[src/rtl/fetch_queue.sv]
// Instruction prefetch queue: issues sequential word fetches to instruction memory, buffers
// returned instructions with their PCs and hands them to the fetch stage; flushes on redirect.
module fetch_queue #(
   parameter int unsigned DEPTH    = 4,
   parameter logic [15:0] RESET_PC = 16'h0000
) (
   input  logic                           clk_i,
   input  logic                           rst_ni,
   input  logic                           redirect_i,
   input  logic [15:0]                    redirect_pc_i,
   output logic                           imem_req_o,
   output logic [15:0]                    imem_addr_o,
   input  logic                           imem_ready_i,
   input  logic                           imem_rvalid_i,
   input  logic [15:0]                    imem_rdata_i,
   output logic                           deq_valid_o,
   output logic [15:0]                    deq_instr_o,
   output logic [15:0]                    deq_pc_o,
   input  logic                           deq_ready_i,
   output logic [$clog2(DEPTH + 1) - 1:0] count_o,
   output logic                           err_o
);

   localparam int unsigned PtrW = (DEPTH > 1) ? $clog2(DEPTH) : 1;
   localparam int unsigned CntW = $clog2(DEPTH + 1);
   localparam logic [CntW:0] DepthC = (CntW + 1)'(DEPTH);

   typedef struct packed {
      logic [15:0] instr;
      logic [15:0] pc;
   } entry_t;

   entry_t fifo_q [DEPTH];

   logic [15:0]     fetch_pc_q, fetch_pc_d;
   logic [15:0]     resp_pc_q, resp_pc_d;
   logic [PtrW-1:0] wr_ptr_q, wr_ptr_d;
   logic [PtrW-1:0] rd_ptr_q, rd_ptr_d;
   logic [CntW-1:0] count_q, count_d;
   logic [CntW-1:0] outst_q, outst_d;
   logic [CntW-1:0] drop_q, drop_d;
   logic            err_q, err_d;

   logic credit_ok;
   logic accept;
   logic rsp_live;
   logic rsp_orphan;
   logic dropping;
   logic push;
   logic pop;

   // Outstanding requests (including ones to be dropped) reserve a slot, so a push never
   // finds the FIFO full.
   always_comb begin
      credit_ok   = ({1'b0, count_q} + {1'b0, outst_q}) < DepthC;
      imem_req_o  = rst_ni && !redirect_i && credit_ok;
      imem_addr_o = fetch_pc_q;
      accept      = imem_req_o && imem_ready_i;
      rsp_live    = imem_rvalid_i && (outst_q != '0);
      rsp_orphan  = imem_rvalid_i && (outst_q == '0);
      dropping    = (drop_q != '0);
      deq_valid_o = (count_q != '0) && !redirect_i;
      deq_instr_o = fifo_q[rd_ptr_q].instr;
      deq_pc_o    = fifo_q[rd_ptr_q].pc;
      pop         = deq_valid_o && deq_ready_i;
      push        = rsp_live && !redirect_i && !dropping;
      count_o     = count_q;
      err_o       = err_q;
   end

   always_comb begin
      fetch_pc_d = fetch_pc_q;
      resp_pc_d  = resp_pc_q;
      wr_ptr_d   = wr_ptr_q;
      rd_ptr_d   = rd_ptr_q;
      count_d    = count_q;
      outst_d    = outst_q;
      drop_d     = drop_q;
      err_d      = err_q | rsp_orphan;

      if (redirect_i) begin
         // Everything still in flight is stale; a response landing now is discarded too.
         fetch_pc_d = redirect_pc_i;
         resp_pc_d  = redirect_pc_i;
         wr_ptr_d   = '0;
         rd_ptr_d   = '0;
         count_d    = '0;
         outst_d    = outst_q - CntW'(rsp_live);
         drop_d     = outst_d;
      end else begin
         if (accept) begin
            fetch_pc_d = fetch_pc_q + 16'd1;
         end
         if (push) begin
            wr_ptr_d  = wr_ptr_q + PtrW'(1);
            resp_pc_d = resp_pc_q + 16'd1;
         end
         if (pop) begin
            rd_ptr_d = rd_ptr_q + PtrW'(1);
         end
         if (rsp_live && dropping) begin
            drop_d = drop_q - CntW'(1);
         end
         count_d = count_q + CntW'(push) - CntW'(pop);
         outst_d = outst_q + CntW'(accept) - CntW'(rsp_live);
      end
   end

   always_ff @(posedge clk_i or negedge rst_ni) begin
      if (!rst_ni) begin
         fetch_pc_q <= RESET_PC;
         resp_pc_q  <= RESET_PC;
         wr_ptr_q   <= '0;
         rd_ptr_q   <= '0;
         count_q    <= '0;
         outst_q    <= '0;
         drop_q     <= '0;
         err_q      <= 1'b0;
      end else begin
         fetch_pc_q <= fetch_pc_d;
         resp_pc_q  <= resp_pc_d;
         wr_ptr_q   <= wr_ptr_d;
         rd_ptr_q   <= rd_ptr_d;
         count_q    <= count_d;
         outst_q    <= outst_d;
         drop_q     <= drop_d;
         err_q      <= err_d;
      end
   end

   // Storage carries no reset; contents are only observed once count is non-zero.
   always_ff @(posedge clk_i) begin
      if (push) begin
         fifo_q[wr_ptr_q] <= '{instr: imem_rdata_i, pc: resp_pc_q};
      end
   end

   push_not_full_a : assert property (@(posedge clk_i) disable iff (!rst_ni)
      push |-> (count_q < CntW'(DEPTH)));

   credit_bound_a : assert property (@(posedge clk_i) disable iff (!rst_ni)
      ({1'b0, count_q} + {1'b0, outst_q}) <= DepthC);

endmodule

[config.mk]
export PLATFORM = sky130hd
export DESIGN_NAME = fetch_queue
export DESIGN_NICKNAME = d
export VERILOG_FILES = /design/src/rtl/fetch_queue.sv
export SDC_FILE = /design/constraint.sdc
export NUM_CORES = 1
export LEC_CHECK = 0
export BUFFER_PORTS_ARGS = -buffer_cell sky130_fd_sc_hd__buf_2
export CAP_MARGIN = 20
export CORE_ASPECT_RATIO = 0.8
export CORE_MARGIN = 3
export CORE_UTILIZATION = 40
export DETAILED_ROUTE_END_ITERATION = 8
export PLACE_DENSITY = 0.64
export SLEW_MARGIN = 20
export SYNTH_ARGS = -nofsm -noshare
export SYNTH_HDL_FRONTEND = slang
export SYNTH_SLANG_ARGS = --single-unit
[constraint.sdc]
create_clock -name clk_i -period 4.7 [get_ports clk_i]
set_input_delay 0.47 -clock clk_i [delete_from_list [all_inputs] [get_ports clk_i]]
set_output_delay 0.47 -clock clk_i [all_outputs]
set_load 0.03 [all_outputs]
# Yosys cells after proc, flatten, opt, wreduce, memory -nomap -nowiden
# Memory sizes are Yosys's and may differ from the RTL's.
# Cells that the tools add are included.
# W data, S select, Z words.
# totals
ff_bits	46
latch_bits	0
ramBits	128
rom_bits	0
inputBits	38
out_inout_bits	54
elab_cells	56
n_memories	1
# op_classes
n_addsub	11
mul	0
div_mod_pow	0
magnitude_cmp	1
n_eq_ne	0
shift	0
mux	14
bitwise	1
reduce_logical	20
# memory_table
memory	words	word_bits	rd	rd_ports_with_merged_regs	write_ports	line_no	rtl
fifo_q	4	32	1	0	1	33	entry_t fifo_q [DEPTH];
# op_table
op	count
$mux W16	4
$add A16 B1 Y16 const B	2
$mux W3	4
$logic_and A1 B1 Y1	10
$reduce_bool A3 Y1	3
$sub A3 B1 Y3	3
$mux W2	4
$reduce_bool A2 Y1	4
$add A3 B1 Y3	2
$add A2 B1 Y2 const B	2
$add A3 B3 Y4	1
$lt A4 B3 Y1 const B	1
$logic_not A3 Y1	1
$sub A3 B1 Y3 const B	1
$logic_not A1 Y1	2
$mux W1	2
$or A1 B1 Y1	1

# Longest topological paths before layout
# Gate-level depths: netlist (run 1).
# depth
ltp_word	7
mapped_depth	13
depth_no_buf	12

# Least setup slack after synthesis (run 1)
# OpenSTA, ideal clock, no wires.
# synth_path
path_kind	register -> register
startpoint	register count_q[2] (netlist: count_o[2])
endpoint	register outst_q[2]
setup_ps	79
t_arrival_ps	2995
t_required_ps	4621
slack_ps	1626
stages_incl_launch_ff	14
n_path_buf	2
period_less_slack_ps	3074
path_cell_list	dfrtp_1 -> ha_1 -> nor4b_2 -> and4_1 -> buf_4 -> inv_2 -> clkbuf_1 -> ha_1 -> inv_1 -> ha_1 -> fa_1 -> xor2_1 -> o21ai_0 -> xor2_1
# synth_between
elab_chain_cells	7
# synth_lines
item	line_no	rtl
start: declaration	39	logic [CntW-1:0] count_q, count_d;
start signal: assignment	124	count_q <= count_d;
$add A3 B3 Y4	55	credit_ok = ({1'b0, count_q} + {1'b0, outst_q}) < DepthC;
$lt A4 B3 Y1	55	
$logic_and A1 B1 Y1	56	imem_req_o = rst_ni && !redirect_i && credit_ok;
$logic_and A1 B1 Y1	58	accept = imem_req_o && imem_ready_i;
$add A3 B1 Y3	105	outst_d = outst_q + CntW'(accept) - CntW'(rsp_live);
$sub A3 B1 Y3	105	
$mux W3	81	if (redirect_i) begin
via outst_d[2]	40	logic [CntW-1:0] outst_q, outst_d;
end signal: assignment	125	outst_q <= outst_d;
end: declaration	40	
# The timed path passes the listed nets, and every way through them passes these cells.
# A chain may end at the register's enable or synchronous reset.

# Worst setup path in the final report (run 1)
# layout_path
startpoint	register outst_q[2]
endpoint	register outst_q[2]
# layout_between
elab_chain_cells	7
word_cells_on_any_way	10
classes_between	add/sub: 4; order compare: 1; mux: 1; reduce/logical: 4
# layout_lines
item	line_no
$add A3 B3 Y4	55
$lt A4 B3 Y1	55
$logic_and A1 B1 Y1	56
$logic_and A1 B1 Y1	58
$add A3 B1 Y3	105
$sub A3 B1 Y3	105
$mux W3 *	81
via outst_d[2]	40
# Mark *: on every way through the listed nets, which the timed path passes. The rest lies on a longest branch.

==> results of run 1 <==
[cells in the mapped netlist, types with 6 or more instances]
library cell / count / area (um^2)
a21oi_1: 6 / 30.03
a221o_1: 6 / 60.06
a31oi_1: 13 / 81.33
and2_1: 7 / 43.79
clkbuf_1: 12 / 45.04
dfrtp_1: 46 / 1151
edfxtp_1: 128 / 3844
ha_1: 16 / 200.2
inv_1: 25 / 93.84
mux4_2: 32 / 720.7
nand2_1: 20 / 75.07
nand3_1: 10 / 50.05
nand4_1: 7 / 43.79
nor2_1: 19 / 71.32
nor3_1: 9 / 45.04
o21ai_0: 17 / 85.08
or4_1: 7 / 52.55
xnor2_1: 11 / 96.34
[per-layer routing]
| metal | wire [um] | up-vias | part of all wire |
|---|---|---|---|
| li1 | - | 2024 | - |
| met1 | 7308 | 2189 | 0.48 |
| met5 | 0 | - | 0 |
| met4 | 110 | 0 | 0.0072 |
| met3 | 1057 | 11 | 0.070 |
| met2 | 6714 | 156 | 0.44 |
[per-stage QoR]
step	std cells	area (um^2)	util
2_1_floorplan	468	7425	-
3_3_place_gp	773	8138	0.4584
3_5_place_dp	773	8138	0.4584
4_1_cts	805	8736	0.4920
5_1_grt	805	8736	0.4920
6_report	805	8736	0.4920
[where the power goes]
part           total, mW  switching, mW  internal [mW]
clock network       1.43          0.624          0.804
registers           1.94          0.162           1.78
logic               1.05          0.621          0.428
total               4.42           1.41           3.01
[logic make-up after synthesis]
family,count (synthesis),synth area share
AO/OA/AOI/OAI,62,0.05662
XOR/XNOR,15,0.01769
adder cells (fa/ha/maj),18,0.03236
buffers and inverters,46,0.02561
flip-flops,174,0.6727
multiplexers,41,0.1099
AND/OR/NAND/NOR,112,0.08510
[layout make-up]
class                      count  area [um^2]  area share
sequential                   174         4996      0.5719
multi-input combinational    248         2240      0.2564
timing repair buffer         100        523.0     0.05987
clock buffer                  17        425.4     0.04870
tap                          225        281.5     0.03223
clock inverter                15        172.7     0.01977
inverter                      26        97.59     0.01117
[worst max path at each step]
stage	start	endpoint	slack, ns
floorplan	count_o[2]	outst_q[2]	1.63
global route	outst_q[2]	outst_q[2]	1.23
finish	outst_q[2]	outst_q[2]	1.49
global placement	outst_q[2]	outst_q[2]	1.61
detailed placement	outst_q[2]	outst_q[2]	1.51
CTS	outst_q[2]	outst_q[2]	1.48
[flip-flops by register name, indices dropped and copies added (netlist names)]
| name | flops |
|---|---|
| fifo_q | 128 |
| imem_addr_o | 16 |
| resp_pc_q | 16 |
| count_o | 3 |
| drop_q | 3 |
| outst_q | 3 |
| rd_ptr_q | 2 |
| wr_ptr_q | 2 |
| err_o | 1 |
==> reports/metrics.cfg, run 1 <==
[cts]
clock_path_buffers=2
cts_root_buf=clkbuf_16
clk_pin_slew_worst_paths_ns=0.07
cts_max_level=4
clock-sinks=174
holdBufCountCts=0
clk_latency_ns=0.42
cts-buffers-inserted=17
ctsResizeCount=0
cts_tree=done
post-cts-setup-buffer-count=0

[finish]
drive_gt1_frac=0.3000
layout_commonest_cell=edfxtp_1
nets=623
syn_to_final_growth_pct=17.66
most-common-layout-cells=edfxtp_1 (128), buf_2 (91), dfrtp_1 (45)
num-fill-cells=1544
diodes=0

[global_route]
grt_pass1_wl_um=24130
grt_usage=0.1572
gr-usage-met2=0.2266
grt.busiest_layer=met1
grt_pass1_vias=4428
grt.met1_usage=0.2356
gr-total-overflow=0
grt_max_degree=47
grtUsageMet3=0.04792
antenna_found_initial=0

[synth]
synth_cell_type_count=48
syn_inst=468
syn_area_mm2=0.007425
synth_edf_count=128
synthFlopType=edfxtp_1
ys.warnings.count=0
synth_area_per_cell_um2=15.86
async_flop_share=0.2644
synth_fp_nets=524
ys_ff_latch=174
seq_area_frac_synth=0.6727

[floorplanning]
initial_utilization=0.4182
coreArea_mm2=0.01775
die-area_mm2=0.02024
fp.dieH_um=127.9
die_w_um=158.3
num_rows=43
io-pin-count=92

[run]
maxCapViolCount=0

[sta]
fin_crit_sh=0.6835
slew_viol_final=0
tightest_slew_ns=0.8490
min_period_ns=3.212
setup_tns_ns=0
hold_slack_ns=0.1668
setup_viol=0
relSlewSlack=0.4293
rsz0062_at_grt=false
hold_violations=0
skew_ns=0.01065
max_freq_mhz=311.3
setup_ws_ns=1.488

[drt]
wl_um=15190
drc_errors=0
drt_iter0_markers=292
vias_per_cell=5.441
drtPass1Iterations=5
ant_nets=0
num_vias=4380
post_drt_wl_per_cell_um=18.87

[placement]
hpwl_um=9827
dp_slack_ns=1.506
place.gp.congestion=0.8686
portBuffers=91

[worst_setup_path]
slowest_delay_ns=0.45
cpLargestDelayFamily=adder cells
arrival_ns=3.55
r2r_start=outst_q[2]
start_kind=flop
path_depth=11
worst_path_most_repeated_cell=ha_1
crit_fanout=23
path_cells=ha_1 > nor4b_2 > and4_1 > inv_2 > ha_1 > inv_1 > ha_1 > fa_1 > xor2_1 > o21ai_0 > xor2_1
path_class=flop to flop
timing.rr.end=outst_q[2]
cp.buffers_inverters=2
required_ns=5.04
ff2ff_setup_slack_ns=1.49
reg2reg_depth=11
end_kind=flop
crit_slowest_cell=dfrtp_1

[power]
p_total_mw=4.419
power_density_mw_per_mm2=505.9
p_leak_nw=3.202
ir_worst_vdd_uv=282.1

[worst_hold_path]
min_path_type=input pin to async pin

[status]
outcome=completed

(Power assumes the default switching activity.)
==> run 2, diff against run 1 <==
ABC_AREA = 1   (was default)
PLACE_DENSITY = 0.65   (was 0.64)
clock period = 2.95 ns   (was 4.7 ns; I/O delays follow)
==> reports/metrics.cfg, run 2 <==
[status]
outcome=completed

[synth]
async_flop_share=0.2644
synth_top_area_share=0.4868
synthFlopType=edfxtp_1
syn_area_mm2=0.007896
synth_edf_count=128
yosysMostFrequentCell=nand2_1
synth.largest_area_cell=edfxtp_1
ys_ff_latch=174
seq_area_frac_synth=0.6325
synth_fp_nets=811
synth_area_per_cell_um2=10.46
ys_top_cells_by_count=nand2_1 (153), edfxtp_1 (128), nor2_1 (105)
ys_top_cells_by_area=edfxtp_1 (49%), dfrtp_1 (15%), nand2_1 (7.3%)
synth_cell_type_count=33
ys.warnings.count=0
syn_inst=755

[worst_setup_path]
arrival_ns=2.27
start_kind=flop
ff2ff_setup_slack_ns=0.43
end_kind=output port
path_class=flop to output port
slowest_delay_ns=0.73
crit_slowest_cell=dfrtp_2
timing.rr.end=outst_q[2]
r2r_start=count_o[1]
path_cells=buf_4 > o21ai_0 > o22ai_1 > buf_2
crit_fanout=34
reg2reg_depth=13
required_ns=2.65

[drt]
vias_per_cell=5.067
post_drt_wl_per_cell_um=15.52
drtPass1Iterations=7
drt_iter0_markers=329
num_vias=5685
ant_nets=0
wl_um=17410
drc_errors=0

[sta]
skew_ns=0.01114
rsz0062_at_grt=false
hold_violations=0
fin_crit_sh=0.8679
slew_viol_final=0
tightest_slew_ns=0.5988
setup_viol=0
max_freq_mhz=390.6
setup_tns_ns=0
min_period_ns=2.560
relSlewSlack=0.6008

[cts]
holdBufCountCts=0
clock_path_buffers=2
cts_max_level=4
cts_root_buf=clkbuf_16
cts-buffers-inserted=17
cts_tree=done
clock-sinks=174
ctsResizeCount=0
post-cts-setup-buffer-count=0
clk_pin_slew_worst_paths_ns=0.07
clk_latency_ns=0.43

[finish]
largest_register=fifo_q
drive_gt1_frac=0.1910
syn_to_final_growth_pct=17.32
stdcell_area_mm2=0.009264
nets=907
largest_reg_flops=128
num-fill-cells=1743
most-common-layout-cells=nand2_1 (153), edfxtp_1 (128), nor2_1 (101)
layout_commonest_cell=nand2_1
diodes=0
layout.core_utilization=0.4825

[placement]
portBuffers=91
place.gp.congestion=0.8568
hpwl_um=11410
dpl_cell_area_mm2=0.008688

[floorplanning]
die-area_mm2=0.02147
initial_utilization=0.4113
io-pin-count=92
num_rows=45
die_w_um=163.1
fp.dieH_um=131.7
coreArea_mm2=0.01920

[power]
p_leak_nw=3.735
power_density_mw_per_mm2=826.4
p_total_mw=7.656
ir_worst_vdd_uv=369.6

[global_route]
gr-total-overflow=0
grt_usage=0.1655
grt_pass1_vias=5404
grt_pass1_wl_um=27970
grt_max_degree=47
antenna_found_initial=0

[run]
maxCapViolCount=0

[worst_hold_path]
min_path_type=input pin to async pin

[run 2: cell count changes in the layout (fill, tap and decap cells not counted), sizes merged, moves of 8 or more]
cell | previous run | this run
a31oi | 13 | 0
inv | 35 | 58
mux4 | 32 | 0
nand2 | 20 | 155
nand3 | 10 | 64
nor2 | 19 | 107
o21ai | 17 | 83
o22ai | 0 | 32
xnor2 | 11 | 3
[run 2: kinds of logic (layout without fill, tap and decap cells)]
group           Yosys count  count (layout)  synth area share
buf+inv                  86             195           0.04912
compound gates          129             129           0.08953
xor+xnor                  7               7          0.007764
fa+ha+maj                18              18           0.03042
flops                   174             174            0.6325
simple gates            341             341            0.1906
[run 2: cell type report]
class | count | area, um^2 | area share
Clock buffer | 17 | 425.4 | 0.04592
Clock inverter | 15 | 150.1 | 0.01621
Inverter | 56 | 222.7 | 0.02404
Multi-Input combinational cell | 495 | 2534 | 0.2735
Sequential cell | 174 | 4996 | 0.5393
Tap cell | 258 | 322.8 | 0.03485
Timing Repair Buffer | 107 | 613.1 | 0.06618
[run 2: worst max path at each step]
| stage | slack, ns | startpoint | cells after the start | end |
|---|---|---|---|---|
| 2_1_floorplan | 0.1 | count_o[1] | 14 | outst_q[2] |
| 3_3_place_gp | 0.46 | count_o[1] | 13 | outst_q[2] |
| 3_5_place_dp | 0.42 | count_o[1] | 13 | outst_q[2] |
| 4_1_cts | 0.37 | rd_ptr_q[0] | 4 | deq_pc_o[0] |
| 5_1_grt | 0.22 | count_o[1] | 13 | outst_q[2] |
| 6_report | 0.39 | rd_ptr_q[0] | 4 | deq_pc_o[0] |
[run 2: power by group]
group,internal (mW),switching (mW)
sequential,2.89,0.316
clock,1.19,1.00
combinational,0.693,1.56
total,4.78,2.88
[run 2: critical path, delay by kind of cell, from the launching register on]
kind                   cells  cell delay [ns]
flip-flops                 1             0.73
AO/OA/AOI/OAI              2             0.40
buffers and inverters      2             0.70
[run 2: metrics by stage]
step / hold slack (ns) / std cells / worst slack [ns]
after floorplan: -0.0005911 / 755 / 0.09905
after global placement: 0.4619 / 1090 / 0.4596
after detailed placement: 0.4518 / 1090 / 0.4245
after CTS: 0.06048 / 1122 / 0.3709
after global routing: 0.05918 / 1122 / 0.2168
final: 0.05682 / 1122 / 0.3897
[run 2: routing by layer]
metal,vias up,track usage,part of all wire
li1,2796,-,-
met1,2689,0.2449,0.49
met2,181,0.2422,0.43
met3,19,0.04003,0.064
met4,0,0.04697,0.012
met5,-,0,0
==> run 3, diff against run 2 <==
CORE_UTILIZATION = 53   (was 40)
PLACE_DENSITY = 0.83   (was 0.65)
==> reports/metrics.cfg, run 3 (same netlist as run 2, synthesis figures left out) <==
[status]
outcome=completed

[sta]
hold_slack_ns=0.05048
max_freq_mhz=387.0
setup_viol=0
hold_violations=0
relSlewSlack=0.4641
setup_tns_ns=0
tightest_slew_ns=0.8030
slew_viol_final=0
rsz0062_at_grt=false
fin_crit_sh=0.8760
min_period_ns=2.584
skew_ns=0.01032

[placement]
place.gp.congestion=0.8963
hpwl_um=10510
portBuffers=91

[worst_setup_path]
path_class=flop to output port
slowest_delay_ns=0.63
reg2reg_depth=13
end_kind=output port
crit_fanout=34
start_kind=flop
arrival_ns=2.29
required_ns=2.65
crit_slowest_cell=dfrtp_2
ff2ff_setup_slack_ns=0.39
path_cells=inv_2 > buf_4 > o21ai_0 > o22ai_1 > buf_2

[power]
clock_power_share=0.284
p_comb_frac=0.292
p_seq_frac=0.423
ir_worst_vdd_uv=468.9
power_switching_mw=2.902
p_total_mw=7.591
power_density_mw_per_mm2=834.5
sw_frac_of_total=0.3823
power.internal_mw=4.689
p_leak_nw=3.702

[finish]
nets=904
diodes=0
drive_gt1_frac=0.1884
most-common-layout-cells=nand2_1 (153), edfxtp_1 (128), nor2_1 (101)
largest_register=fifo_q
syn_to_final_growth_pct=15.20
layout_commonest_cell=nand2_1
largest_reg_flops=128
layout.core_utilization=0.6298

[drt]
drc_errors=0
ant_nets=0
num_vias=5839
post_drt_wl_per_cell_um=16.24
wl_um=16960
vias_per_cell=5.593
drtPass1Iterations=5
drt_iter0_markers=471

[cts]
cts_root_buf=clkbuf_16
cts-buffers-inserted=17
clk_latency_ns=0.43
clock_path_buffers=2
holdBufCountCts=0
post-cts-setup-buffer-count=0
clock-sinks=174
cts_max_level=4
cts_tree=done
clk_pin_slew_worst_paths_ns=0.07
ctsResizeCount=0

[global_route]
grt_pass1_vias=5367
grt_pass1_wl_um=27070
grt_usage=0.2124
gr-total-overflow=0
grt_max_degree=47
antenna_found_initial=0

[floorplanning]
num_rows=39
fp.dieH_um=115.2
coreArea_mm2=0.01444
die_w_um=142.5
initial_utilization=0.5467
die-area_mm2=0.01641
io-pin-count=92

[run]
maxCapViolCount=0

[worst_hold_path]
min_path_type=input pin to async pin

-- run 3: cell count changes in the layout (fill, tap and decap cells not counted), sizes merged --
cell / change
inv: -1
bufinv: -1
buf: -3
clkinv: +1
-- run 3: power by group through the flow --
stage	Clock (mW)	Sequential, mW	Combinational [mW]
floorplan	0	3.25	1.56
global placement	0	3.23	2.17
detailed placement	0	3.25	2.22
CTS	2.19	3.20	2.24
global route	2.30	3.24	2.46
finish	2.16	3.21	2.22
-- run 3: cell type report --
class	instances	area (um^2)
repair buffers	104	553.0
well taps	184	230.2
clock inverters	14	145.1
fillers	1092	5348
inverters	56	222.7
multi-input cells	495	2524
flip-flops and latches	174	4996
clock buffers	17	425.4
-- run 3: per-layer routing --
metal / up-vias / global-route usage / part of all wire
met2: 293 / 0.3166 / 0.45
li1: 2795 / - / -
met5: - / 0 / 0
met4: 0 / 0.06333 / 0.012
met3: 20 / 0.05946 / 0.093
met1: 2731 / 0.3080 / 0.44
-- run 3: per-stage QoR --
step / cells / setup slack (ns) / instance area, um^2
after detailed placement: 1013 / 0.4061 / 8526
after CTS: 1044 / 0.3529 / 9096
after global placement: 1013 / 0.4677 / 8526
after floorplan: 755 / 0.09905 / 7896
after global routing: 1044 / 0.2565 / 9096
final: 1044 / 0.3659 / 9096
-- run 3: critical path, delay by kind of cell, from the launching register on --
family	cells	cell delay, ns
buffers and inverters	3	0.86
AO/OA/AOI/OAI	2	0.37
flip-flops	1	0.63
-- run 3: worst paths after layout --
path,startpoint,end
max,rd_ptr_q[0],deq_pc_o[2]
min,rst_ni,imem_addr_o[9]
max reg2reg,count_o[1],outst_q[2]
min reg2reg,err_o,err_o
max in group asynchronous,rst_ni,rd_ptr_q[0]
min in group clk_i,imem_rdata_i[7],fifo_q[3][23]
